[config.mk]
export PLATFORM = sky130hd
export DESIGN_NAME = ptcalc_mul_pipe_rsat
export DESIGN_NICKNAME = d
export VERILOG_FILES = /design/src/rtl/ptcalc_mul_pipe_rsat.sv
export SDC_FILE = /design/constraint.sdc
export NUM_CORES = 1
export LEC_CHECK = 0
export CAP_MARGIN = 20
export CORE_MARGIN = 2
export CORE_UTILIZATION = 50
export DETAILED_ROUTE_END_ITERATION = 16
export PLACE_DENSITY = 0.75
export SYNTH_ARGS = -nofsm -noshare
export SYNTH_HDL_FRONTEND = slang
export SYNTH_SLANG_ARGS = --single-unit
export TNS_END_PERCENT = 10
[constraint.sdc]
create_clock -name ap_clk -period 7.3 [get_ports ap_clk]
set_input_delay 1.46 -clock ap_clk [delete_from_list [all_inputs] [get_ports ap_clk]]
set_output_delay 1.46 -clock ap_clk [all_outputs]
set_load 0.02 [all_outputs]
[src/rtl/ptcalc_mul_pipe_rsat.sv]
// Pipelined signed multiplier for the pT datapath: full-width product, round-half-up
// right shift, saturation to dout_WIDTH, valid tag, clock-enable stall, sticky overflow.
module ptcalc_mul_pipe_rsat #(
  parameter int ID         = 1,
  parameter int NUM_STAGE  = 3,
  parameter int din0_WIDTH = 21,
  parameter int din1_WIDTH = 12,
  parameter int dout_WIDTH = 18,
  parameter int SHIFT      = 9
) (
  input  logic                  ap_clk,
  input  logic                  ap_rst_n,
  input  logic                  ce,
  input  logic                  din_vld,
  input  logic [din0_WIDTH-1:0] din0,
  input  logic [din1_WIDTH-1:0] din1,
  output logic                  dout_vld,
  output logic [dout_WIDTH-1:0] dout,
  output logic                  dout_sat,
  output logic                  ovf_sticky,
  input  logic                  ovf_clr
);

  localparam int W      = din0_WIDTH + din1_WIDTH;
  localparam int RW     = (W + 1 > dout_WIDTH + 1) ? W + 1 : dout_WIDTH + 1;
  localparam int RND_SH = (SHIFT > 0) ? SHIFT - 1 : 0;

  localparam logic signed [RW-1:0] RND     = (SHIFT > 0) ? (RW'(1) << RND_SH) : '0;
  localparam logic signed [RW-1:0] SAT_MAX = {{(RW-dout_WIDTH+1){1'b0}}, {(dout_WIDTH-1){1'b1}}};
  localparam logic signed [RW-1:0] SAT_MIN = {{(RW-dout_WIDTH+1){1'b1}}, {(dout_WIDTH-1){1'b0}}};

  logic signed [din0_WIDTH-1:0] mul_a;
  logic signed [din1_WIDTH-1:0] mul_b;
  logic                         mul_vld;
  logic signed [W-1:0]          mul_p;
  logic signed [W-1:0]          fin_p;
  logic                         fin_vld;

  // Stage 1 is the operand register unless the whole pipe is a single output register.
  if (NUM_STAGE == 1) begin : g_comb_in
    assign mul_a   = din0;
    assign mul_b   = din1;
    assign mul_vld = din_vld;
  end else begin : g_op_reg
    logic [din0_WIDTH-1:0] a_d, a_q;
    logic [din1_WIDTH-1:0] b_d, b_q;
    logic                  vld_d, vld_q;

    // NOTE: every always_comb output gets a default first so no path can infer a latch.
    always_comb begin
      a_d   = a_q;
      b_d   = b_q;
      vld_d = vld_q;
      if (ce) begin
        a_d   = din0;
        b_d   = din1;
        vld_d = din_vld;
      end
    end

    // NOTE: sequential state uses non-blocking assignments only; data registers are
    // reset too so dout is never X after reset, even while invalid.
    always_ff @(posedge ap_clk or negedge ap_rst_n) begin
      if (!ap_rst_n) begin
        a_q   <= '0;
        b_q   <= '0;
        vld_q <= 1'b0;
      end else begin
        a_q   <= a_d;
        b_q   <= b_d;
        vld_q <= vld_d;
      end
    end

    assign mul_a   = a_q;
    assign mul_b   = b_q;
    assign mul_vld = vld_q;
  end

  // Full-width signed product; both operands signed so sign extension happens to W.
  assign mul_p = mul_a * mul_b;

  if (NUM_STAGE <= 2) begin : g_no_pdelay
    assign fin_p   = mul_p;
    assign fin_vld = mul_vld;
  end else begin : g_pdelay
    localparam int D = NUM_STAGE - 2;
    logic [W-1:0] p_d [D];
    logic [W-1:0] p_q [D];
    logic [D-1:0] pv_d, pv_q;

    always_comb begin
      p_d  = p_q;
      pv_d = pv_q;
      if (ce) begin
        p_d[0]  = mul_p;
        pv_d[0] = mul_vld;
        for (int i = 1; i < D; i++) begin
          p_d[i]  = p_q[i-1];
          pv_d[i] = pv_q[i-1];
        end
      end
    end

    always_ff @(posedge ap_clk or negedge ap_rst_n) begin
      if (!ap_rst_n) begin
        for (int i = 0; i < D; i++) p_q[i] <= '0;
        pv_q <= '0;
      end else begin
        p_q  <= p_d;
        pv_q <= pv_d;
      end
    end

    assign fin_p   = p_q[D-1];
    assign fin_vld = pv_q[D-1];
  end

  // Round half up in a widened word so the bias add can never wrap, then clamp.
  logic signed [RW-1:0]  p_ext, r_wide;
  logic [dout_WIDTH-1:0] sat_val;
  logic                  sat_hit;

  always_comb begin
    p_ext   = {{(RW-W){fin_p[W-1]}}, fin_p};
    r_wide  = (p_ext + RND) >>> SHIFT;
    sat_val = r_wide[dout_WIDTH-1:0];
    sat_hit = 1'b0;
    if (r_wide > SAT_MAX) begin
      sat_val = {1'b0, {(dout_WIDTH-1){1'b1}}};
      sat_hit = 1'b1;
    end else if (r_wide < SAT_MIN) begin
      sat_val = {1'b1, {(dout_WIDTH-1){1'b0}}};
      sat_hit = 1'b1;
    end
  end

  logic [dout_WIDTH-1:0] dout_d, dout_q;
  logic                  dout_vld_d, dout_vld_q;
  logic                  dout_sat_d, dout_sat_q;
  logic                  ovf_d, ovf_q;

  always_comb begin
    dout_d     = dout_q;
    dout_vld_d = dout_vld_q;
    dout_sat_d = dout_sat_q;
    if (ce) begin
      dout_d     = sat_val;
      dout_vld_d = fin_vld;
      dout_sat_d = fin_vld & sat_hit;
    end
    // Clear ignores ce; a saturated load on the same edge takes priority.
    ovf_d = (ce & fin_vld & sat_hit) | (ovf_q & ~ovf_clr);
  end

  always_ff @(posedge ap_clk or negedge ap_rst_n) begin
    if (!ap_rst_n) begin
      dout_q     <= '0;
      dout_vld_q <= 1'b0;
      dout_sat_q <= 1'b0;
      ovf_q      <= 1'b0;
    end else begin
      dout_q     <= dout_d;
      dout_vld_q <= dout_vld_d;
      dout_sat_q <= dout_sat_d;
      ovf_q      <= ovf_d;
    end
  end

  assign dout       = dout_q;
  assign dout_vld   = dout_vld_q;
  assign dout_sat   = dout_sat_q;
  assign ovf_sticky = ovf_q;

endmodule

* Yosys cells after proc, flatten, opt, wreduce, memory -nomap -nowiden
Index checks and enable logic that the tools add are counted.
** Word-level totals
- Register bits after elaboration :: 89
** Operators by class
- $mul :: 1
- Bitwise gates (word level) :: 6
- Muxes and demuxes :: 4
- Add/subtract/negate cells :: 1
- Order comparisons :: 2
** Operators with widths (count)
- $mux 18 :: 2
- $add 33x10->34 const B :: 1
- $mul 21x12->33 :: 1
- $gt 25x18->1 const B :: 1
- $lt 25x18->1 const B :: 1
- $and 1x1->1 :: 4
- $mux 1 :: 2
- $not 1->1 :: 1
- $or 1x1->1 :: 1

* Depth between registers and ports, before layout
- Word-level depth :: 6
- Depth in mapped cells :: 21
- Mapped depth without buffers :: 20

* Least setup slack after synthesis
Ideal clock, no wire load.
- Kind :: register to register
- Start :: reg g_op_reg.b_q[11]
- End :: reg g_pdelay.p_q (netlist bit fin_p[27])
- Data arrival time :: 5686 ps
- Library setup time :: 125 ps
- Stages on the path, launching flop included :: 20
- Slack :: 1489 ps
- Cell sequence :: dfrtp_1 > clkinv_1 > clkbuf_1 > nor2_1 > fa_1 > fa_1 > fa_1 > fa_1 > inv_1 > fa_1 > inv_1 > ha_1 > a21o_1 > a21o_1 > a2111oi_0 > o31a_1 > nor2_1 > a311o_1 > nor2b_1 > mux2_2
** On the way
- Longest elaborated chain between the ends :: 1
** RTL lines
- start, declared :: RTL line 46 : logic [din1_WIDTH-1:0] b_d, b_q;
- start signal, assigned :: RTL line 66 : b_q <= '0;
- start signal, assigned :: RTL line 70 : b_q <= b_d;
- $mul 21x12->33 :: RTL line 81 : assign mul_p = mul_a * mul_b;
- end signal, assigned :: RTL line 110 : p_q <= p_d;
- end, declared :: RTL line 89 : logic [W-1:0] p_q [D];
Every way passes these cells.
A chain may end at the register's enable or synchronous reset.

* Final worst setup path
Ends and elaborated chain as after synthesis.

==> flow_summary.toml <==
[status]
status = "finished clean"

[detailed_routing]
num_vias = 8615
drc = 0
dr.pass1.iters = 5
routed_wl_mm = 25.62
dr.first_iter.drc_count = 393
ant_nets = 0
detail_route.vias_per_cell = 5.295
wl_per_cell_um = 15.75

[logic_synthesis]
synthTopCellsByArea = "fa_1 37%, dfrtp_1 17%, inv_1 9.0%"
synth_edf_count = 0
synth_most_common_cell = "inv_1"
syn_area_um2 = 12150
yosysTopAreaCellShare_pct = 37.23
syn_inst = 1287
syn_nets = 1618
netlist_top_cells_count = "291 x inv_1, 226 x fa_1, 187 x nand2_1"
avgSynthCellArea_um2 = 9.443
async_reset_ff_share_pct = 100.0
synth_cell_types = 60
ys_seq_area_share_pct = 16.68
synth_seq_cells = 81
synth_warnings = 0
synth_top_area_cell = "fa_1"
ys.flop_type = "dfrtp_1"

[worst_setup_path]
r2r_cells = 18
r2r_slack_ns = 0.87
cp-end-kind = "flop"
startpoint_type = "flop"
crit_fanout = 19
arrival_ns = 6.68
criticalPathCategory = "flop to flop"
rr_startpoint = "g_op_reg.b_q[11]"
r2r_end = "fin_p[27]"
crit_required_ns = 7.55

[cells_and_area]
final_util_pct = 54.75
design_area_um2 = 13200
nNetsFinal = 1629
layout-drive-gt1-share_pct = 6.907
n_antenna_cell = 0
area_growth_pct = 8.607

[placement]
port_buffers = 58
place_area_um2 = 12900
pre_cts_ws_ns = 0.8833
routabilityCongestion = 0.8363
hpwl_mm = 20.11

[worst_hold_path]
min_delay_worst_endpoint = "fin_vld"
worstHoldPathCells = 1
hold_class = "flop to flop"
hp-start = "g_op_reg.vld_q"

[floorplanning]
start_util_pct = 50.42
io_pins = 59
dieHeight_um = 159.9
core_um2 = 24110
die-area_um2 = 25570
rows = 57
dieWidth_um = 159.9

[sta]
final.period_utilization_pct = 88.03
tightest_slew_ns = 0.9409
timing.slew.headroom_pct = 37.27
clock-skew-final_ns = 0.01410
setup_ws_ns = 0.8736
finalHoldViolCount = 0
max_freq_mhz = 155.6
setup_viol_count_final = 0
tns_ns = 0
drv_slew = 0
fin_crit_ns = 6.426
rsz0062_at_grt = "no"

[clock_network]
cts_setup_buffers = 0
clk_path_buf_depth = 2
hold_buffers = 0
cts_root_buf = "clkbuf_16"
cts_tree = "built"
cts-resized-gates = 0
clk_latency_ns = 0.36
clk_pin_slew_ns = 0.08
htree_levels = 3
cts_buffers = 9
clock-sinks = 81

[global_route]
grtUsageTotal_pct = 21.82
grt_max_degree = 69
grt_pass1_vias = 9555
grt_pass1_wl_mm = 44.84
antenna_found_initial = 0
grt_overflow = 0

[job]
maxCapViolations = 0
==> metrics by stage <==
stage                     hold slack, ns  cells
final                             0.5070   1627
after global routing              0.5202   1627
after CTS                         0.5104   1627
after global placement            0.4884   1611
after floorplan                   0.4750   1287
after detailed placement          0.4950   1611
==> critical path, stage by stage, from the launching register on <==
cell	delay (ns)
dfrtp_1	0.45
clkinv_1	0.56
nor2_1	0.35
fa_1	0.47
fa_1	0.53
fa_1	0.52
fa_1	0.54
inv_1	0.06
fa_1	0.53
inv_1	0.04
ha_1	0.35
a21o_1	0.17
a21o_1	0.19
a2111oi_0	0.43
o31a_1	0.26
nor2_1	0.10
a311o_1	0.37
nor2b_1	0.13
mux2_2	0.27
==> how the worst max path moves through the flow <==
stage | from | endpoint | slack, ns | cells after the start
2_1_floorplan | g_op_reg.b_q[11] | fin_p[27] | 1.49 | 19
3_3_place_gp | g_op_reg.b_q[11] | fin_p[27] | 1.16 | 18
3_5_place_dp | g_op_reg.b_q[11] | fin_p[27] | 0.88 | 18
4_1_cts | g_op_reg.b_q[11] | fin_p[27] | 0.80 | 18
5_1_grt | g_op_reg.b_q[11] | fin_p[27] | 0.48 | 18
6_report | g_op_reg.b_q[11] | fin_p[27] | 0.87 | 18
==> area by class of cell <==
cell class | count | area [um^2]
clock buffers | 9 | 225.2
clock inverters | 7 | 70.07
fillers | 2133 | 10910
inverters | 292 | 1096
multi-input cells | 853 | 8777
flip-flops and latches | 81 | 2027
well taps | 324 | 405.4
repair buffers | 61 | 598.1
==> cells in the final DEF (no fill, tap or decap), types with 4 or more instances in the layout <==
master / n
xnor2_1: 30
inv_1: 291
fa_1: 226
nand2b_1: 7
nor2b_1: 4
clkbuf_16: 9
dfrtp_1: 81
a311oi_2: 7
nand4_1: 6
a311oi_1: 9
buf_4: 5
nor3_1: 5
a21o_1: 7
ha_1: 67
mux2_2: 49
o211ai_1: 4
o21a_1: 7
clkdlybuf4s50_1: 56
nand3_1: 16
o21ai_0: 12
xor2_1: 12
and2_1: 61
a21oi_1: 26
nand2_1: 187
nor2_1: 57
==> metal layers <==
metal  vias to the layer above  wire length, um  global-route usage, %  share of wire, %
met1                      4388            10000                  25.56                39
li1                       3920                -                      -                 -
met2                       240            13490                  40.36                53
met3                        67             1171                  3.325               4.6
met5                         -                0                      0                 0
met4                         0              960                  8.272               3.7
==> cell families after synthesis <==
group	Yosys count	synth area share, %
multiplexers	51	4.705
flip-flops	81	16.68
AO/OA/AOI/OAI	107	6.569
buffers and inverters	353	11.10
XOR/XNOR	42	3.027
AND/OR/NAND/NOR	360	13.80
adder cells (fa/ha/maj)	293	44.13
==> sequential cells by signal (all words and copies together), names as in the netlist <==
register,cells
fin_p,25
dout,18
fin_vld,1
g_op_reg.a_q,21
ovf_sticky,1
g_op_reg.b_q,12
g_op_reg.vld_q,1
dout_sat,1
dout_vld,1
Power is not shown: default switching activity piles up to over one toggle a cycle in this logic, so the estimate is an artifact.
